==> config.mk <==
export PLATFORM = sky130hd
export DESIGN_NAME = cordic_sched_flat
export DESIGN_NICKNAME = d
export VERILOG_FILES = /design/src/rtl/cordic_sched_if.sv /design/src/rtl/cordic_sched.sv /design/src/flat_wrapper.sv
export SDC_FILE = /design/constraint.sdc
export NUM_CORES = 1
export LEC_CHECK = 0
export CELL_PAD_IN_SITES_DETAIL_PLACEMENT = 0
export CELL_PAD_IN_SITES_GLOBAL_PLACEMENT = 1
export CORE_MARGIN = 4
export CORE_UTILIZATION = 26
export CTS_CLUSTER_SIZE = 16
export DETAILED_ROUTE_END_ITERATION = 12
export PLACE_DENSITY_LB_ADDON = 0.1
export SLEW_MARGIN = 20
export SYNTH_ARGS = -nofsm -noshare
export SYNTH_HDL_FRONTEND = slang
export SYNTH_SLANG_ARGS = --single-unit
export TNS_END_PERCENT = 100
==> constraint.sdc <==
create_clock -name clk -period 2.1 [get_ports clk]
set_input_delay 0.42 -clock clk [delete_from_list [all_inputs] [get_ports clk]]
set_output_delay 0.42 -clock clk [all_outputs]
set_load 0.03 [all_outputs]
==> src/rtl/cordic_sched_if.sv <==
// Bundle of requester, CORDIC-core and tagged-result signals around cordic_sched.
// Handshake: a request transfers on a cycle where req_vld[i] & req_rdy[i]; req_rdy never depends on req_x/y/z.
interface cordic_sched_if #(
   parameter int NCH = 4,
   parameter int CHW = 2,
   parameter int IDW = 12,
   parameter int ODW = 14,
   parameter int AW  = 20
);
   logic [NCH-1:0]     ch_en;
   logic [NCH-1:0]     req_vld;
   logic [NCH-1:0]     req_rdy;
   logic [NCH*IDW-1:0] req_x;
   logic [NCH*IDW-1:0] req_y;
   logic [NCH*AW-1:0]  req_z;

   logic               cd_dv;
   logic [IDW-1:0]     cd_x;
   logic [IDW-1:0]     cd_y;
   logic [AW-1:0]      cd_z;

   logic               cd_res_dv;
   logic [ODW-1:0]     cd_res_x;
   logic [ODW-1:0]     cd_res_y;
   logic [AW-1:0]      cd_res_z;

   logic               res_vld;
   logic [CHW-1:0]     res_ch;
   logic [ODW-1:0]     res_x;
   logic [ODW-1:0]     res_y;
   logic [AW-1:0]      res_z;
   logic               busy;
   logic               tag_err;
   logic               state_dbg;

   modport master (
      output ch_en, req_vld, req_x, req_y, req_z,
      output cd_res_dv, cd_res_x, cd_res_y, cd_res_z,
      input  req_rdy, cd_dv, cd_x, cd_y, cd_z,
      input  res_vld, res_ch, res_x, res_y, res_z, busy, tag_err, state_dbg
   );

   modport slave (
      input  ch_en, req_vld, req_x, req_y, req_z,
      input  cd_res_dv, cd_res_x, cd_res_y, cd_res_z,
      output req_rdy, cd_dv, cd_x, cd_y, cd_z,
      output res_vld, res_ch, res_x, res_y, res_z, busy, tag_err, state_dbg
   );
endinterface

==> src/rtl/cordic_sched.sv <==
// Round-robin scheduler sharing one fixed-latency CORDIC pipeline among NCH channels,
// tagging each returning result with its channel through a latency-matched tag line.
module cordic_sched #(
   parameter int NCH = 4,
   parameter int CHW = 2,
   parameter int IDW = 12,
   parameter int ODW = 14,
   parameter int AW  = 20,
   parameter int LAT = 16
) (
   input logic           clk,
   input logic           rst,
   cordic_sched_if.slave bus
);

   localparam int FCW = $clog2(LAT + 1);

   typedef enum logic {
      ST_FLUSH = 1'b0,
      ST_RUN   = 1'b1
   } state_t;

   state_t         state, state_nxt;
   logic [FCW-1:0] flush_cnt, flush_cnt_nxt;
   logic           flushing;

   logic [CHW-1:0] ptr;
   logic [NCH-1:0] eligible;
   logic [NCH-1:0] grant;
   logic           grant_any;
   logic [CHW-1:0] grant_ch;
   int             arb_idx;

   logic [CHW-1:0] cd_ch;
   logic [LAT-1:0] tag_vld;
   logic [CHW-1:0] tag_ch [LAT];
   logic           tail_vld;
   logic [CHW-1:0] tail_ch;

   // Flush window: after reset the core may still return results issued before reset.
   always_ff @(posedge clk) begin
      if (rst) begin
         state     <= ST_FLUSH;
         flush_cnt <= FCW'(LAT);
      end else begin
         state     <= state_nxt;
         flush_cnt <= flush_cnt_nxt;
      end
   end

   always_comb begin
      state_nxt     = state;
      flush_cnt_nxt = flush_cnt;
      case (state)
         ST_FLUSH: begin
            flush_cnt_nxt = flush_cnt - FCW'(1);
            if (flush_cnt == FCW'(1)) state_nxt = ST_RUN;
         end
         ST_RUN: flush_cnt_nxt = '0;
         default: begin
            state_nxt     = ST_FLUSH;
            flush_cnt_nxt = FCW'(LAT);
         end
      endcase
   end

   assign flushing      = (flush_cnt != '0);
   assign bus.state_dbg = state;

   // First eligible channel at or above the pointer, wrapping.
   always_comb begin
      eligible  = bus.req_vld & bus.ch_en;
      grant     = '0;
      grant_any = 1'b0;
      grant_ch  = '0;
      arb_idx   = 0;
      for (int k = 0; k < NCH; k++) begin
         arb_idx = int'(ptr) + k;
         if (arb_idx >= NCH) arb_idx = arb_idx - NCH;
         if (!grant_any && eligible[arb_idx]) begin
            grant_any = 1'b1;
            grant_ch  = CHW'(arb_idx);
         end
      end
      if (rst || flushing) grant_any = 1'b0;
      if (grant_any) grant[grant_ch] = 1'b1;
   end

   assign bus.req_rdy = grant;

   always_ff @(posedge clk) begin
      if (rst) begin
         ptr <= '0;
      end else if (grant_any) begin
         ptr <= (int'(grant_ch) == NCH - 1) ? '0 : grant_ch + CHW'(1);
      end
   end

   always_ff @(posedge clk) begin
      if (rst) begin
         bus.cd_dv <= 1'b0;
         bus.cd_x  <= '0;
         bus.cd_y  <= '0;
         bus.cd_z  <= '0;
         cd_ch     <= '0;
      end else begin
         bus.cd_dv <= grant_any;
         if (grant_any) begin
            bus.cd_x <= bus.req_x[int'(grant_ch)*IDW +: IDW];
            bus.cd_y <= bus.req_y[int'(grant_ch)*IDW +: IDW];
            bus.cd_z <= bus.req_z[int'(grant_ch)*AW +: AW];
            cd_ch    <= grant_ch;
         end
      end
   end

   // Stage 0 takes the issue register, so the tail lines up with cd_res_dv LAT cycles after cd_dv.
   always_ff @(posedge clk) begin
      if (rst) begin
         tag_vld <= '0;
         for (int i = 0; i < LAT; i++) tag_ch[i] <= '0;
      end else begin
         tag_vld   <= {tag_vld[LAT-2:0], bus.cd_dv};
         tag_ch[0] <= cd_ch;
         for (int i = 1; i < LAT; i++) tag_ch[i] <= tag_ch[i-1];
      end
   end

   assign tail_vld = tag_vld[LAT-1];
   assign tail_ch  = tag_ch[LAT-1];

   always_ff @(posedge clk) begin
      if (rst) begin
         bus.res_vld <= 1'b0;
         bus.res_ch  <= '0;
         bus.res_x   <= '0;
         bus.res_y   <= '0;
         bus.res_z   <= '0;
         bus.tag_err <= 1'b0;
      end else begin
         bus.res_vld <= 1'b0;
         if (!flushing) begin
            if (tail_vld && bus.cd_res_dv) begin
               bus.res_vld <= 1'b1;
               bus.res_ch  <= tail_ch;
               bus.res_x   <= bus.cd_res_x;
               bus.res_y   <= bus.cd_res_y;
               bus.res_z   <= bus.cd_res_z;
            end else if (tail_vld != bus.cd_res_dv) begin
               bus.tag_err <= 1'b1;
            end
         end
      end
   end

   assign bus.busy = flushing | bus.cd_dv | (|tag_vld);

endmodule

==> src/flat_wrapper.sv <==
// flat-port wrapper written by rule: the top's interface ports become plain ports
module cordic_sched_flat 
#(
   parameter int NCH = 4,
   parameter int CHW = 2,
   parameter int IDW = 12,
   parameter int ODW = 14,
   parameter int AW  = 20,
   parameter int LAT = 16
)
  (clk, rst, bus_ch_en, bus_req_vld, bus_req_x, bus_req_y, bus_req_z, bus_cd_res_dv, bus_cd_res_x, bus_cd_res_y, bus_cd_res_z, bus_req_rdy, bus_cd_dv, bus_cd_x, bus_cd_y, bus_cd_z, bus_res_vld, bus_res_ch, bus_res_x, bus_res_y, bus_res_z, bus_busy, bus_tag_err, bus_state_dbg);
  cordic_sched_if #(.NCH(NCH), .CHW(CHW), .IDW(IDW), .ODW(ODW), .AW(AW)) bus_i ();
  input logic clk;
  input logic rst;
  input wire logic [$bits(bus_i.ch_en)-1:0] bus_ch_en;
  input wire logic [$bits(bus_i.req_vld)-1:0] bus_req_vld;
  input wire logic [$bits(bus_i.req_x)-1:0] bus_req_x;
  input wire logic [$bits(bus_i.req_y)-1:0] bus_req_y;
  input wire logic [$bits(bus_i.req_z)-1:0] bus_req_z;
  input wire logic [$bits(bus_i.cd_res_dv)-1:0] bus_cd_res_dv;
  input wire logic [$bits(bus_i.cd_res_x)-1:0] bus_cd_res_x;
  input wire logic [$bits(bus_i.cd_res_y)-1:0] bus_cd_res_y;
  input wire logic [$bits(bus_i.cd_res_z)-1:0] bus_cd_res_z;
  output wire logic [$bits(bus_i.req_rdy)-1:0] bus_req_rdy;
  output wire logic [$bits(bus_i.cd_dv)-1:0] bus_cd_dv;
  output wire logic [$bits(bus_i.cd_x)-1:0] bus_cd_x;
  output wire logic [$bits(bus_i.cd_y)-1:0] bus_cd_y;
  output wire logic [$bits(bus_i.cd_z)-1:0] bus_cd_z;
  output wire logic [$bits(bus_i.res_vld)-1:0] bus_res_vld;
  output wire logic [$bits(bus_i.res_ch)-1:0] bus_res_ch;
  output wire logic [$bits(bus_i.res_x)-1:0] bus_res_x;
  output wire logic [$bits(bus_i.res_y)-1:0] bus_res_y;
  output wire logic [$bits(bus_i.res_z)-1:0] bus_res_z;
  output wire logic [$bits(bus_i.busy)-1:0] bus_busy;
  output wire logic [$bits(bus_i.tag_err)-1:0] bus_tag_err;
  output wire logic [$bits(bus_i.state_dbg)-1:0] bus_state_dbg;
  assign bus_i.ch_en = bus_ch_en;
  assign bus_i.req_vld = bus_req_vld;
  assign bus_i.req_x = bus_req_x;
  assign bus_i.req_y = bus_req_y;
  assign bus_i.req_z = bus_req_z;
  assign bus_i.cd_res_dv = bus_cd_res_dv;
  assign bus_i.cd_res_x = bus_cd_res_x;
  assign bus_i.cd_res_y = bus_cd_res_y;
  assign bus_i.cd_res_z = bus_cd_res_z;
  assign bus_req_rdy = bus_i.req_rdy;
  assign bus_cd_dv = bus_i.cd_dv;
  assign bus_cd_x = bus_i.cd_x;
  assign bus_cd_y = bus_i.cd_y;
  assign bus_cd_z = bus_i.cd_z;
  assign bus_res_vld = bus_i.res_vld;
  assign bus_res_ch = bus_i.res_ch;
  assign bus_res_x = bus_i.res_x;
  assign bus_res_y = bus_i.res_y;
  assign bus_res_z = bus_i.res_z;
  assign bus_busy = bus_i.busy;
  assign bus_tag_err = bus_i.tag_err;
  assign bus_state_dbg = bus_i.state_dbg;
  cordic_sched #(.NCH(NCH), .CHW(CHW), .IDW(IDW), .ODW(ODW), .AW(AW), .LAT(LAT)) u_core (.clk(clk), .rst(rst), .bus(bus_i));
endmodule
======== After elaboration in Yosys (flattened, before gate mapping) ========
Memory sizes are Yosys's and may differ from the RTL's. A register that Yosys moved wholly into a read port is not among the register bits.
Index checks and enable logic that the tools add are counted.
storage, ports and cells
  register bits ........................... 121
  memories ................................ 1
  input port bits ......................... 235
  memory bits (writable) .................. 32
memory list
  name           depth  width  read ports  clocked after Yosys merged registers in  write ports  line                text
  u_core.tag_ch  16     2      16          1                                        16           cordic_sched.sv:36  logic [CHW-1:0] tag_ch [LAT];
operators by class
  order comparisons ....................... 10
  bitwise operators ....................... 22
  add/sub/neg operators ................... 9
  shift operators ......................... 3
  muxes and demuxes ....................... 52
  $mul .................................... 2
  equal/unequal tests ..................... 3
  reductions and logical operators ........ 14
operator list
  cell                     number
  $lt A32 B4 Y1 const B    4
  $mux W32                 4
  $ge A32 B4 Y1 const B    3
  $shiftx A48 B32 Y12      2
  $sub A32 B4 Y32 const B  3
  $shiftx A80 B32 Y20      1
  $mux W2                  21
  $mux W1                  20
  $or A1 B1 Y1             18
  $reduce_or A16 Y1        1
  $pmux W5 S2              1
  $bmux W1 S2              4
  $add A2 B2 Y3 const B    2
  $eq A5 B1 Y1 const B     1
  $logic_and A1 B1 Y1      5
  $mul A2 B3 Y5 const B    1
  $reduce_bool A5 Y1       1
  $sub A5 B1 Y5 const B    1
  $and A4 B4 Y4            1
  $mul A2 B2 Y4 const B    1
  $mux W4                  1
  $sub A2 B3 Y4 const B    1
  $add A2 B1 Y3 const B    1
  $ge A2 B3 Y1 const B     1
  other kinds (12)         16

======== Depth between registers and ports, before layout ========
  depth in word-level cells ............... 20
  mapped depth ............................ 8

======== Worst setup path after synthesis ========
Ideal clock, no wire load.
  path kind ............................... reg-to-output
  from .................................... register u_core.flush_cnt[0]
  to ...................................... output bus_req_rdy[0]
  path slack .............................. -0.393 ns
  arrival ................................. 2.073 ns
  stages on the path, launching flop included .. 8
  cells stage by stage .................... dfxtp_1 -> inv_1 -> ha_1 -> or4b_4 -> a311oi_4 -> buf_4 -> nand2_1 -> nor2_1
between the ends
  word-level cells in the longest chain between the ends .. 4
ends and longest elaborated chain
  item                      line                text
  start: declaration        cordic_sched.sv:24  logic [FCW-1:0] flush_cnt, flush_cnt_nxt;
  start signal: assignment  cordic_sched.sv:44  flush_cnt <= FCW'(LAT);
  start signal: assignment  cordic_sched.sv:47  flush_cnt <= flush_cnt_nxt;
  $reduce_bool A5 Y1        cordic_sched.sv:67  assign flushing = (flush_cnt != '0);
  $logic_or A1 B1 Y1        cordic_sched.sv:85  if (rst || flushing) grant_any = 1'b0;
  $mux W1                   cordic_sched.sv:85
  $mux W4                   cordic_sched.sv:86  if (grant_any) grant[grant_ch] = 1'b1;
  end: declaration          flat_wrapper.sv:24  output wire logic [$bits(bus_i.req_rdy)-1:0] bus_req_rdy;
No other way between the ends.

======== Final worst setup path ========
  from .................................... register u_core.flush_cnt[1]
  to ...................................... output bus_req_rdy[2]
Same word-level chain as after synthesis.

==> summary.txt <==
Status
  – Status: complete, but fails checks
  – Failing checks: setup timing

Global routing
  – Initial antenna violation count: 1
  – Grt ovf: 0
  – All-Layer GR Usage: approximately 17%
  – First-pass GRT wire length: 34.6 mm
  – Vias in the first global route: 6052
  – Largest net degree at the start of global routing: 76

Die
  – Initial core utilization: 26.4%
  – Die ar.: 27300 um2
  – Row count: 57
  – Ports: around 340
  – Die X: 165 um
  – Core area: 24300 um2
  – Die height: 165 um

Timing
  – Final hold viol count: 0
  – Unrepaired setup endpoints after global routing: true
  – Post-route worst setup slack: -517 ps
  – # setup viols final: slightly above 50
  – Actual slew at the worst max-slew pin: 798 ps
  – Max-slew violations: 0
  – Fmax: ~380 MHz
  – Final min period: around 2600 ps
  – Hold_ws: around 430 ps
  – Final Skew: 14.7 ps
  – Final worst-path cycle share: 125%
  – Slew HR: 46.8%

Worst setup path
  – CP Data Arrival Time: 2200 ps
  – Critical path class: reg2out
  – Critical Path RT: between 1500 and 2000 ps
  – FF-to-FF setup slack: -310 ps
  – Crit path max fanout: 7
  – Endpoint type of the worst setup path: output pin
  – Critical path startpoint category: flop

Cells and area
  – Final core occ: between 40% and 50%
  – Most frequent cells in the layout: clkdlybuf4s50_1, dfxtp_1, nand2_1, mux2i_1, a21oi_1
  – Commonest non-fill, non-tap cell in the layout: clkdlybuf4s50_1
  – Nets: 1265
  – Synth-to-layout area growth: 82.7%
  – Share of layout cells above drive strength 1: 17.2%

Pwr
  – PwrDens: ~700 nW/um2
  – Final Power: 8.24 mW
  – P_leak: 4.65 nW
  – Max VDD drop: around 0.36 mV

Clock network
  – Clk Latency, worst-skew pair: 420 ps
  – Clock Tree Buf Depth: 2
  – H-tree levels: 4
  – CTS Buf Count: 17
  – CTS sink cnt: 155
  – Root Buffer: clkbuf_16
  – Reg clk slew, reported paths: 70 ps
  – CTS tree: built

Logic synthesis
  – Largest family of logic cells by synthesized area: simple AND/OR/NAND/NOR gates
  – Synth warn: 0
  – Post-synthesis cell type count: 35
  – Fraction of registers with async set/reset: 0%
  – Synth Flop Type: dfxtp_1
  – Mapped Nets: 884
  – Simple-gate area share of the yosys netlist: 16.8%
  – Synth area leaders: dfxtp_1, mux2i_1, o221ai_2
  – Sequential share of the synthesized area: 48.2%
  – Mapped Area: 6430 um2
  – Compound-Gate Fraction of Synth Area: between 10% and 20%
  – Post-synth top area share: 48.2%
  – Adder-Cell Fraction of Synth Area: 0.778%
  – Post-Syn Instances: roughly 650
  – Multiplexer area fraction after synthesis: 13.7%
  – Yosys reg bits: 155
  – EDFF count, synth: 0
  – Syn Area/Cell: 9.97 um2
  – Synth Area in XOR/XNOR: 0.545%
  – Area leader, netlist: dfxtp_1

Drt
  – Post-Route WL: 23.7 mm
  – Vias: 5889
  – Antenna viol nets, final: 0
  – Vias per cell: 4.32
  – WL/cell: ~17 um
  – Remaining DRCs: 0
  – Drt pass-1 iters: 4
  – Starting DRC count in detailed routing: 221

Worst hold path
  – Worst hold path class: reg2reg

Place
  – Post-place setup slack: -327 ps
  – Port bufs: 337
  – HPWL Detailed: 16.7 mm
  – Routability cong.: around 0.77

Job
  – Max-Cap Viols: 0
-- repair_timing --
action,in CTS,in global routing
pin swaps,3,29
setup endpoints to repair,51,51
hold buffers,0,0
gates resized for setup,25,16
buffers inserted,10,6
gates cloned,11,2
-- critical path: stages, from the launching register on --
cell and delay [ps]:
dfxtp_2 320, inv_2 70, ha_4 130, or4b_4 500, a311oi_4 260, buf_12 170
and3_4 200, buf_12 120
-- per-stage QoR --
stage	instance area (um2)	instances	TNS (ps)
2_1_floorplan	6500	645	-319
6_report	11800	1364	-14340
3_3_place_gp	10600	1304	-14150
3_5_place_dp	10600	1304	-13550
5_1_grt	11800	1364	-19720
4_1_cts	11700	1357	-13930
-- report_power, final --
group / switching (mW) / internal [mW] / leakage, nW
Combinational: 0.879 / 1.16 / 3.13
Clock: 1.38 / 1.68 / 0.275
Sequential: 0.0753 / 3.07 / 1.25
-- Yosys cell counts, types with 2 or more instances --
cell       count
xnor2_1        3
a22o_1         2
a31oi_1        2
o221ai_2      41
nor3_1         7
nand2b_1       3
nor2b_1       48
mux2i_1       88
o2111ai_1      3
nand3b_1       2
buf_2         12
buf_6          8
buf_4          3
buf_1          2
and2_1         4
nor2_1         8
and3_1         2
o221ai_1       3
inv_1          4
ha_1           4
nand2_1      155
a21oi_1       52
nor4_1         3
dfxtp_1      155
clkbuf_1      21
-- routing by layer --
layer	vias to the layer above	global-route usage, %	wire length [um]
li1	3002	-	-
met1	2651	19.2	9320
met2	209	28.4	11700
met3	27	6.33	2160
met4	0	5.59	512
met5	-	0	0
-- cells by family (layout without fill, tap and decap cells) --
family,Yosys count,in the layout
other cells,0,1
compound gates,107,107
flops,155,155
xor+xnor,4,4
simple gates,237,238
mux,88,88
buf+inv,50,443
fa+ha+maj,4,4
-- area by class of cell --
cell class              instances  area, um2
fillers                      2303      12600
repair buffers                407       4420
multi-input cells             441       3220
flip-flops and latches        155       3110
clock buffers                  18        429
well taps                     324        405
clock inverters                14        155
inverters                       4       15.0
diodes                          1       2.50
-- worst paths after layout --
kind,start,to,cells after the start
setup reg to reg,u_core.flush_cnt[1],u_core.bus.cd_z[17],12
hold reg to reg,u_core.tag_ch[13][1],u_core.tag_ch[14][1],1
hold / removal,u_core.tag_ch[13][1],u_core.tag_ch[14][1],1
setup / recovery,u_core.flush_cnt[1],bus_req_rdy[2],7
-- sequential cells by signal, indices dropped and copies added, names as in the netlist, 12 cells and up --
name              count
u_core.tag_ch        32
u_core.bus.cd_z      20
u_core.bus.res_y     14
u_core.bus.cd_y      12
u_core.tag_vld       16
u_core.bus.cd_x      12
u_core.bus.res_z     20
u_core.bus.res_x     14
Power figures use the tool's default switching activity.
